## config.mk

```make
export PLATFORM = sky130hd
export DESIGN_NAME = mult_div_seq
export DESIGN_NICKNAME = d
export VERILOG_FILES = /design/src/rtl/mdu_pkg.sv /design/src/rtl/mdu_sign_fix.sv /design/src/rtl/mult_div_seq.sv
export SDC_FILE = /design/constraint.sdc
export NUM_CORES = 1
export LEC_CHECK = 0
export CORE_ASPECT_RATIO = 0.9
export CORE_MARGIN = 2
export CORE_UTILIZATION = 25
export DETAILED_ROUTE_END_ITERATION = 8
export PLACE_DENSITY = 0.41
export SKIP_CTS_REPAIR_TIMING = 1
export SLEW_MARGIN = 10
export SYNTH_ARGS = -nofsm -noshare
export SYNTH_HDL_FRONTEND = slang
export SYNTH_SLANG_ARGS = --single-unit
export TNS_END_PERCENT = 30
```

## constraint.sdc

```tcl
create_clock -name clk -period 13.6 [get_ports clk]
set_clock_uncertainty 0.1 [all_clocks]
set_input_delay 2.04 -clock clk [delete_from_list [all_inputs] [get_ports clk]]
set_output_delay 2.04 -clock clk [all_outputs]
set_load 0.02 [all_outputs]
```

## src/rtl/mdu_pkg.sv

```systemverilog
// rtl/mdu_pkg.sv - shared types and constants for the sequential multiply/divide unit
package mdu_pkg;

    typedef enum logic [1:0] {
        S_IDLE = 2'd0,
        S_CALC = 2'd1,
        S_FIX  = 2'd2,
        S_DONE = 2'd3
    } mdu_state_t;

    localparam int          MDU_ITER     = 32;
    localparam int          MDU_LATENCY  = 34;
    localparam int          MDU_CNT_W    = 5;
    localparam logic [31:0] MDU_DIV0_QUO = 32'hFFFFFFFF;

endpackage

```

## src/rtl/mdu_sign_fix.sv

```systemverilog
// rtl/mdu_sign_fix.sv - operand magnitude pre-conditioning and result sign post-fix
module mdu_sign_fix
    import mdu_pkg::*;
(
    input  logic [31:0] in_a,
    input  logic [31:0] in_b,
    input  logic        in_unsigned,
    output logic [31:0] mag_a,
    output logic [31:0] mag_b,
    input  logic [31:0] op_a,
    input  logic [31:0] op_b,
    input  logic        op_unsigned,
    input  logic        op_mult,
    input  logic        op_div_zero,
    input  logic [63:0] raw,
    output logic [63:0] fixed
);

    logic        neg_res;
    logic        neg_rem;
    logic [31:0] quo;
    logic [31:0] rem;

    always_comb begin
        mag_a = (!in_unsigned && in_a[31]) ? (~in_a + 32'd1) : in_a;
        mag_b = (!in_unsigned && in_b[31]) ? (~in_b + 32'd1) : in_b;
    end

    // raw holds {hi, lo}: the unsigned product, or {remainder, quotient} of magnitudes
    always_comb begin
        neg_res = !op_unsigned && (op_a[31] ^ op_b[31]);
        neg_rem = !op_unsigned && op_a[31];
        quo     = neg_res ? (~raw[31:0] + 32'd1) : raw[31:0];
        rem     = neg_rem ? (~raw[63:32] + 32'd1) : raw[63:32];
        if (op_mult) begin
            fixed = neg_res ? (~raw + 64'd1) : raw;
        end else if (op_div_zero) begin
            fixed = {op_a, MDU_DIV0_QUO};
        end else begin
            fixed = {rem, quo};
        end
    end

endmodule

```

## src/rtl/mult_div_seq.sv

```systemverilog
// rtl/mult_div_seq.sv - 32-cycle shift-add multiplier / restoring divider with fixed latency
// Divide hardware is present only when MULT_DIV_SEQ_DIV_EN is defined.
module mult_div_seq
    import mdu_pkg::*;
(
    input  logic        clk,
    input  logic        rst,
    input  logic        start,
    input  logic        is_mult,
    input  logic        is_unsigned,
    input  logic [31:0] a,
    input  logic [31:0] b,
    output logic        busy,
    output logic        done,
    output logic [63:0] result,
    output logic        div_by_zero
);

    mdu_state_t             state;
    mdu_state_t             state_next;
    logic [MDU_CNT_W-1:0]   cnt;
    logic [31:0]            op_a;
    logic [31:0]            op_b;
    logic                   op_mult;
    logic                   op_unsigned;
    logic                   dz_flag;
    logic [31:0]            opnd;
    logic [31:0]            acc;
    logic [31:0]            lo;
    logic [31:0]            mag_a;
    logic [31:0]            mag_b;
    logic [63:0]            fixed;
    logic                   div_zero;
    logic [32:0]            mul_sum;
`ifdef MULT_DIV_SEQ_DIV_EN
    logic [32:0]            div_shift;
    logic [32:0]            div_diff;
`endif

    assign div_zero = !op_mult && (op_b == 32'd0);

    mdu_sign_fix u_sign_fix (
        .in_a        (a),
        .in_b        (b),
        .in_unsigned (is_unsigned),
        .mag_a       (mag_a),
        .mag_b       (mag_b),
        .op_a        (op_a),
        .op_b        (op_b),
        .op_unsigned (op_unsigned),
        .op_mult     (op_mult),
        .op_div_zero (div_zero),
        .raw         ({acc, lo}),
        .fixed       (fixed)
    );

    always_ff @(posedge clk or posedge rst) begin
        if (rst) begin
            state <= S_IDLE;
        end else begin
            state <= state_next;
        end
    end

    always_comb begin
        state_next = state;
        case (state)
            S_IDLE: begin
                if (start) begin
`ifdef MULT_DIV_SEQ_DIV_EN
                    state_next = S_CALC;
`else
                    state_next = is_mult ? S_CALC : S_DONE;
`endif
                end
            end
            S_CALC: begin
                if (cnt == MDU_CNT_W'(MDU_ITER - 1)) begin
                    state_next = S_FIX;
                end
            end
            S_FIX:   state_next = S_DONE;
            S_DONE:  state_next = S_IDLE;
            default: state_next = S_IDLE;
        endcase
    end

    assign busy        = (state == S_CALC) || (state == S_FIX);
    assign done        = (state == S_DONE);
    assign div_by_zero = (state == S_DONE) && dz_flag;

    // product accumulates in {acc, lo} shifting right; divide shifts dividend left out of lo
    always_comb begin
        mul_sum = {1'b0, acc} + {1'b0, (lo[0] ? opnd : 32'd0)};
`ifdef MULT_DIV_SEQ_DIV_EN
        div_shift = {acc, lo[31]};
        div_diff  = div_shift - {1'b0, opnd};
`endif
    end

    always_ff @(posedge clk or posedge rst) begin
        if (rst) begin
            cnt         <= '0;
            op_a        <= '0;
            op_b        <= '0;
            op_mult     <= 1'b0;
            op_unsigned <= 1'b0;
            opnd        <= '0;
            acc         <= '0;
            lo          <= '0;
            result      <= '0;
            dz_flag     <= 1'b0;
        end else begin
            case (state)
                S_IDLE: begin
                    if (start) begin
                        op_a        <= a;
                        op_b        <= b;
                        op_mult     <= is_mult;
                        op_unsigned <= is_unsigned;
                        cnt         <= '0;
                        acc         <= '0;
                        lo          <= is_mult ? mag_b : mag_a;
                        opnd        <= is_mult ? mag_a : mag_b;
`ifndef MULT_DIV_SEQ_DIV_EN
                        if (!is_mult) begin
                            result  <= '0;
                            dz_flag <= 1'b0;
                        end
`endif
                    end
                end
                S_CALC: begin
                    cnt <= cnt + 1'b1;
`ifdef MULT_DIV_SEQ_DIV_EN
                    if (op_mult) begin
                        acc <= mul_sum[32:1];
                        lo  <= {mul_sum[0], lo[31:1]};
                    end else if (!div_diff[32]) begin
                        acc <= div_diff[31:0];
                        lo  <= {lo[30:0], 1'b1};
                    end else begin
                        acc <= div_shift[31:0];
                        lo  <= {lo[30:0], 1'b0};
                    end
`else
                    acc <= mul_sum[32:1];
                    lo  <= {mul_sum[0], lo[31:1]};
`endif
                end
                S_FIX: begin
                    result  <= fixed;
                    dz_flag <= div_zero;
                end
                default: begin
                end
            endcase
        end
    end

endmodule

```

# After elaboration in Yosys (flattened, before gate mapping)
# Index checks and enable logic that the tools add are counted.
[op_classes] n_eq_ne=7 add_sub_neg=7 reduce_logical=18 n_bitwise=6 mux=26
[op_table] operator="2-to-1 mux 64 bit" n=5
[op_table] operator="2-to-1 mux 32 bit" n=9
[op_table] operator="adder 32 x 1 -> 32 bit, second input constant" n=4
[op_table] operator="inverter 32 bit" n=4
[op_table] operator="case mux 32 bit (2 select lines)" n=2
[op_table] operator="case mux 64 bit (2 select lines)" n=1
[op_table] operator="adder 64 x 1 -> 64 bit, second input constant" n=1
[op_table] operator="inverter 64 bit" n=1
[op_table] operator="adder 32 x 32 -> 33 bit" n=1
[op_table] operator="logical NOT 32 bit" n=1
[op_table] operator="case mux 5 bit (2 select lines)" n=1
[op_table] operator="case mux 2 bit (4 select lines)" n=1
[op_table] operator="logical AND 1 bit" n=6
[op_table] operator="2-to-1 mux 2 bit" n=3
[op_table] operator="!= test 2 bit, second input constant" n=3
[op_table] operator="AND reduction 2 bit" n=3
[op_table] operator="adder 5 x 1 -> 5 bit, second input constant" n=1
[op_table] operator="equality test 5 bit, second input constant" n=1
[op_table] operator="2-to-1 mux 5 bit" n=1
[op_table] operator="equality test 2 bit, second input constant" n=2
[op_table] operator="nonzero test 2 bit" n=2
[op_table] operator="logical NOT 1 bit" n=3
[op_table] operator="AND reduction 3 bit" n=1
[op_table] operator="equality test 2 x 1 -> 1 bit, second input constant" n=1
[op_table] operator="other kinds (5)" n=6
[word_totals] wordCells=75 regBits=234 out_inout_bits=67 input_bits=69

# Logic depth before layout (Yosys ltp)
# Gate-level depths: netlist (run 1).
[logic_depth] word_depth=6 mapped_depth=14 ltp_nobuf=12

# Modules after synthesis
# Synthesis (run 1) repeated with hierarchy kept, for this count alone.
[hier_totals] cells_unflattened=1798 area_unflattened_um2=15937.8
[modules_own_cells] module="mult_div_seq" instances=1 cells_each=1075 area_per_inst_um2=11539.8 seq_area_each_um2=5855.6
[modules_own_cells] module="mdu_sign_fix" instances=1 cells_each=723 area_per_inst_um2=4398.0 seq_area_each_um2=0.0

# Worst setup path before layout (run 1)
# Ideal clock, no wire load.
[synth_path] kind="input -> register" startpoint="in b[8]" endpoint="reg lo[29]" setup_ns=0.126 cell_stages=8 arrival_time_ns=4.412 slack_ns=8.962 n_path_buf=0 required_ns=13.374 path_cell_list="or4_1 -> nor4_1 -> nand3_1 -> nor4_1 -> a21oi_1 -> xnor2_1 -> a21oi_1 -> a221o_1"
[synth_between] elab_chain_cells=6
[synth_lines] item="start: declaration" line_no="mult_div_seq.sv:12" rtl="input logic [31:0] b,"
[synth_lines] item="inverter 32 bit" line_no="mdu_sign_fix.sv:26" rtl="mag_b = (!in_unsigned && in_b[31]) ? (~in_b + 32'd1) : in_b;"
[synth_lines] item="adder 32 x 1 -> 32 bit" line_no="mdu_sign_fix.sv:26"
[synth_lines] item="2-to-1 mux 32 bit" line_no="mdu_sign_fix.sv:26"
[synth_lines] item="2-to-1 mux 32 bit" line_no="mult_div_seq.sv:123" rtl="lo <= is_mult ? mag_b : mag_a;"
[synth_lines] item="2-to-1 mux 32 bit" line_no="mult_div_seq.sv:116" rtl="if (start) begin"
[synth_lines] item="case mux 32 bit (2 select lines)" line_no="mult_div_seq.sv:114" rtl="case (state)"
[synth_lines] item="end signal: assignment" line_no="mult_div_seq.sv:123"
[synth_lines] item="end signal: assignment" line_no="mult_div_seq.sv:148" rtl="lo <= {mul_sum[0], lo[31:1]};"
[synth_lines] item="end: declaration" line_no="mult_div_seq.sv:29" rtl="logic [31:0] lo;"
# No other way between the ends. The select of a mux whose other input is x is not followed.
# A chain may end at the register's enable or synchronous reset.

# Worst setup path in the final report (run 1)
[layout_path] startpoint="in b[5]" endpoint="reg lo[29]"
# The elaborated chain is that of the path after synthesis.

==> results of run 1 <==
logic make-up (layout without fill, tap and decap cells):
group	Yosys count	in the layout
adders and majority gates	43	43
muxes	11	11
AOI/OAI and AO/OA	566	566
xor gates and xnor gates	161	161
and+or+nand+nor	716	716
buffers and inverters	164	251
DFF	234	234
sequential cells by signal (all words and copies together) (netlist names):
register     flops
op_mult          1
op_b            32
dz_flag          1
opnd            32
cnt              5
op_a            32
lo              32
result          64
acc             32
state            2
op_unsigned      1
cell usage after synthesis (21+ instances only):
cell	n
clkbuf_1	112
and2_1	39
inv_1	36
o31ai_1	23
dfrtp_1	234
nor4_1	26
a21o_1	21
o21ai_0	208
a31oi_1	22
xor2_1	72
a21oi_1	153
nor3_1	35
ha_1	42
nand2_1	360
nor2_1	145
xnor2_1	89
per-layer routing:
layer  track usage  wire length (um)  vias up
li1              -                 -     6813
met1         0.267             28300     7064
met2         0.285             25700      387
met3        0.0271              3050       70
met4        0.0391              1200        0
met5             0                 0        -
tightest hold or removal path, stage by stage (launching register included):
cell     delay (ps)
dfrtp_1         340
nand2_1          50
nand2_1          60
layout make-up:
| cell class | count | area (sq um) | area share |
|---|---|---|---|
| Clock buffer | 43 | 881 | 0.0480 |
| Multi-Input combinational cell | 1497 | 8760 | 0.478 |
| Inverter | 37 | 146 | 0.00798 |
| Tap cell | 783 | 980 | 0.0534 |
| Sequential cell | 234 | 5860 | 0.319 |
| Timing Repair Buffer | 160 | 1530 | 0.0836 |
| Clock inverter | 11 | 184 | 0.0100 |
layout by cell type, fill, tap and decap left out, types with 6 or more instances in the layout:
cell and count:
nand2_1 359, dfrtp_1 234, o21ai_0 208, a21oi_1 152, nor2_1 145, clkdlybuf4s50_1 134
xnor2_1 89, xor2_1 72, ha_1 42, and2_1 38, inv_1 35, nor3_1 35
clkbuf_16 31, nor4_1 25, buf_4 25, o31ai_1 23, a31oi_1 22, a21o_1 21
or3_1 19, nand3_1 19, a211oi_1 18, nand2b_1 17, a22oi_1 17, or4_1 15
a22o_1 12, mux2i_1 11, o22ai_1 11, o41ai_1 10, o221ai_1 10, nand4_1 9
o21a_1 8, a221o_1 7, and3_1 7, clkbuf_1 6, clkbuf_8 6
stage by stage:
step / worst slack (ps) / instances / utilization
final: 8350 / 2765 / 0.306
after global routing: 8120 / 2765 / 0.306
after CTS: 8490 / 2765 / 0.306
after detailed placement: 7890 / 2711 / 0.288
after global placement: 8050 / 2711 / 0.288
after floorplan: 5040 / 1895 / -
report_power, final:
| part | switching, uW | internal, uW |
|---|---|---|
| Clock | 332 | 541 |
| Sequential | 272 | 961 |
| Combinational | 1220 | 746 |
worst paths after layout:
check | from | endpoint | slack (ps) | cells after the start
max in group asynchronous | rst | opnd[24] | 10030 | 3
worst min register to register | op_b[19] | op_b[19] | 370 | 2
min in group asynchronous | rst | result[28] | 1870 | 2
worst max-delay path | b[5] | lo[29] | 8350 | 9
worst max register to register | acc[1] | result[58] | 9730 | 10
worst min-delay path | op_b[19] | op_b[19] | 370 | 2
==> results.sh, run 1 <==
export IMPL_status="complete, no violations"
export IMPL_ant_nets=0
export IMPL_finalSetupViolCount=0
export IMPL_synthArstFlopShare=1.00
export IMPL_synth_simple_area_share=0.212
export IMPL_critPathRequiredTime_ps=13960
export IMPL_synth_compound_area_share=0.226
export IMPL_finalCritPeriodShare=0.386
export IMPL_max_freq_mhz=191
export IMPL_rsz0062_at_grt="no"
export IMPL_maxSlewHeadroom=0.167
export IMPL_syn_area_sq_um=15200
export IMPL_num_nets_final=2073
export IMPL_syn_inst=1895
export IMPL_first_global_vias=14000
export IMPL_ir_drop_mv=0.0932
export IMPL_syn_nets=2007
export IMPL_hp_class="reg -> reg"
export IMPL_hold_slack_ps=373
export IMPL_dp_hpwl_um=43100
export IMPL_tns_ps=0
export IMPL_power_leakage_uw=0.00787
export IMPL_synthAdderAreaFrac=0.0359
export IMPL_wl_per_cell_um=21.1
export IMPL_pin_count=136
export IMPL_worst_pin_slew_ps=1240
export IMPL_cts_root_buf="clkbuf_16"
export IMPL_wl_um=58200
export IMPL_core_sq_um=60000
export IMPL_grt_pass1_wl_um=88100
export IMPL_maxCapViolCount=0
export IMPL_drive_gt1_frac=0.0489
export IMPL_grt_usage=0.183
export IMPL_end_kind="register"
export IMPL_fp_row_count=85
export IMPL_crit_fanout=6
export IMPL_fin_area_sq_um=18300
export IMPL_dr_first_iter_drc_count=1308
export IMPL_port_buffers=135
export IMPL_yosysTopAreaCellShare=0.385
export IMPL_synth_xor_area_frac=0.0928
export IMPL_finalCriticalPeriod_ps=5250
export IMPL_antenna_cells=0
export IMPL_cts_path_max_buffers=3
export IMPL_clk_pin_slew_ps=60
export IMPL_ys_seq_area_frac=0.385
export IMPL_synth_distinct_cells=69
export IMPL_finalMaxSlewViolations=0
export IMPL_area_delta_synth_final_pct=20.7
export IMPL_hold_viol=0
export IMPL_total_power_uw=4070
export IMPL_slowest_stage="nor4_1"
export IMPL_drt_first_pass_iters=6
export IMPL_tritoncts="built"
export IMPL_yosysWarnings=0
export IMPL_yosys_top_cells_area="dfrtp_1 39%, nand2_1 8.9%, o21ai_0 6.9%, xnor2_1 5.1%, a21oi_1 5.0%"
export IMPL_slowest_delay_ps=720
export IMPL_avgSynthCellArea_sq_um=8.02
export IMPL_synth_top_family_by_area="compound AO/OA/AOI/OAI gates"
export IMPL_grt_max_degree=107
export IMPL_synth_top_area_cell="dfrtp_1"
export IMPL_synth_edf_count=0
export IMPL_antenna_found_initial=2
export IMPL_worst_path_buf_inv=1
export IMPL_cts_buffers_inserted=31
export IMPL_ys_ff_latch=234
export IMPL_initial_utilization=0.253
export IMPL_die_w_um=264
export IMPL_grt_ovfl_total=0
export IMPL_clock_sinks=234
export IMPL_gp_congestion=0.854
export IMPL_arrival_ps=5610
export IMPL_path_class="in -> reg"
export IMPL_power_density_nw_per_um2=222
export IMPL_die_h_um=238
export IMPL_drc=0
export IMPL_synth_ff_type="dfrtp_1"
export IMPL_vias=14300
export IMPL_cp_start_kind="input port"
export IMPL_yosys_mux_area_fraction=0.00725
export IMPL_crit_chain="clkdlybuf4s50_1, or3_1, nor4_1, nand3_1, nor4_1, a21oi_1, xnor2_1, a21oi_1, a221o_1"
export IMPL_clk_latency_ps=580
export IMPL_vias_per_cell=5.18
export IMPL_dpl_cell_area_sq_um=17300
export IMPL_die_area_sq_um=62800
export IMPL_nFillCells=6479
export IMPL_crit_family="simple AND/OR/NAND/NOR gates"
export IMPL_htree_levels=1
(Power assumes the default switching activity.)
==> run 2: changes to the inputs <==
Clock period 13.6 ns to 5.4 ns, I/O delays scaled along.
==> results.sh, run 2 (synthesis results as in run 1) <==
export IMPL_cts_path_max_buffers=3
export IMPL_drc=0
export IMPL_dpl_cell_area_sq_um=17300
export IMPL_vias_per_cell=5.13
export IMPL_core_sq_um=60000
export IMPL_cts_buffers_inserted=30
export IMPL_hp_class="reg -> reg"
export IMPL_area_delta_synth_final_pct=20.6
export IMPL_dr_first_iter_drc_count=1026
export IMPL_worst_path_buf_inv=1
export IMPL_whs_endpoint="op_b[18]"
export IMPL_finalSetupViolCount=0
export IMPL_initial_utilization=0.253
export IMPL_rrSetupSlack_ps=1470
export IMPL_die_w_um=264
export IMPL_fin_cells=2768
export IMPL_fin_util=0.306
export IMPL_top_register="result"
export IMPL_die_h_um=238
export IMPL_reg2reg_from="acc[1]"
export IMPL_finalCritPeriodShare=0.735
export IMPL_pin_count=136
export IMPL_crit_family="simple AND/OR/NAND/NOR gates"
export IMPL_grt_ovfl_total=0
export IMPL_clk_pin_slew_ps=60
export IMPL_antenna_found_initial=1
export IMPL_clk_latency_ps=590
export IMPL_gp_congestion=0.860
export IMPL_holdCritStartpoint="op_b[18]"
export IMPL_hold_depth=2
export IMPL_reg2reg_depth=10
export IMPL_crit_fanout=6
export IMPL_crit_chain="clkdlybuf4s50_1, or4_1, nor4_1, nand3_1, nor4_1, a21oi_1, xnor2_1, a21oi_1, a221o_1"
export IMPL_grt_usage=0.184
export IMPL_slowest_delay_ps=690
export IMPL_arrival_ps=4330
export IMPL_cp_start_kind="input port"
export IMPL_ir_drop_mv=0.272
export IMPL_slowest_stage="nor4_1"
export IMPL_mostFrequentLayoutCell="nand2_1"
export IMPL_status="complete, no violations"
export IMPL_max_freq_mhz=252
export IMPL_drive_gt1_frac=0.0489
export IMPL_worstReg2RegEnd="result[52]"
export IMPL_tns_ps=0
export IMPL_rsz0062_at_grt="no"
export IMPL_final_cell_mix="359 x nand2_1, 234 x dfrtp_1, 208 x o21ai_0"
export IMPL_tritoncts="built"
export IMPL_largest_reg_flops=64
export IMPL_dp_cells=2715
export IMPL_finalCriticalPeriod_ps=3970
export IMPL_htree_levels=1
export IMPL_finalMaxSlewViolations=0
export IMPL_preCtsSetupSlack_ps=913
export IMPL_path_class="in -> reg"
export IMPL_vias=14200
export IMPL_first_global_vias=13800
export IMPL_maxSlewHeadroom=0.139
export IMPL_drt_first_pass_iters=7
export IMPL_fp_row_count=85
export IMPL_dp_hpwl_um=43500
export IMPL_nFillCells=6440
export IMPL_num_nets_final=2077
export IMPL_clock_sinks=234
export IMPL_power_density_nw_per_um2=554
export IMPL_fin_ws_ps=1430
export IMPL_die_area_sq_um=62800
export IMPL_critPathRequiredTime_ps=5750
export IMPL_cts_root_buf="clkbuf_16"
export IMPL_grt_max_degree=160
export IMPL_end_kind="register"
export IMPL_ant_nets=0
export IMPL_grt_pass1_wl_um=88500
export IMPL_worst_pin_slew_ps=1280
export IMPL_wl_per_cell_um=21.2
export IMPL_maxCapViolCount=0
export IMPL_power_leakage_uw=0.00786
export IMPL_port_buffers=135
export IMPL_wl_um=58600
export IMPL_fin_area_sq_um=18300
export IMPL_hold_viol=0
run 2: cell count changes in the layout (fill, tap and decap cells not counted), sizes merged:
cell / before / now
inv: 37 / 35
diode: 0 / 1
clkinvlp: 0 / 2
clkbuf: 43 / 42
bufinv: 5 / 3
buf: 26 / 31
run 2: power breakdown:
group / leakage, uW / internal [uW] / switching [uW]
logic: 0.00435 / 1890 / 3080
clock network: 0.000481 / 1240 / 832
registers: 0.00302 / 2420 / 700
run 2: metrics by stage:
| stage | power [uW] | hold WS (ps) |
|---|---|---|
| 4_1_cts | 10300 | 375 |
| 3_5_place_dp | 8130 | 360 |
| 2_1_floorplan | 6340 | 330 |
| 6_report | 10200 | 374 |
| 5_1_grt | 11000 | 393 |
| 3_3_place_gp | 8090 | 354 |
run 2: worst max path at each step:
stage	from	endpoint	slack (ps)	cells past startpoint
after global placement	b[8]	lo[29]	920	9
after CTS	b[8]	lo[29]	1530	9
after floorplan	rst	acc[0]	1430	1
after detailed placement	b[8]	lo[29]	910	9
final	b[8]	lo[29]	1430	9
after global routing	b[9]	lo[29]	1130	9
run 2: tightest hold or removal path: cells and delay by family, from the launching register on:
kind / cells / cell delay [ps]
flip-flops: 1 / 340
AND/OR/NAND/NOR: 2 / 100
run 2: layout make-up:
type / instances / area, sq um / share of cell area
Tap cell: 783 / 980 / 0.0535
Clock buffer: 42 / 857 / 0.0468
Antenna cell: 1 / 2.50 / 0.000137
Timing Repair Buffer: 165 / 1600 / 0.0875
Clock inverter: 9 / 126 / 0.00690
Multi-Input combinational cell: 1497 / 8760 / 0.478
Inverter: 37 / 143 / 0.00778
Sequential cell: 234 / 5860 / 0.319
run 2: metal layers:
| metal | up-vias | track usage | share of wire |
|---|---|---|---|
| li1 | 6813 | - | - |
| met1 | 6941 | 0.271 | 0.49 |
| met2 | 382 | 0.281 | 0.43 |
| met3 | 73 | 0.0288 | 0.054 |
| met4 | 2 | 0.0420 | 0.022 |
| met5 | - | 0 | 0.00014 |
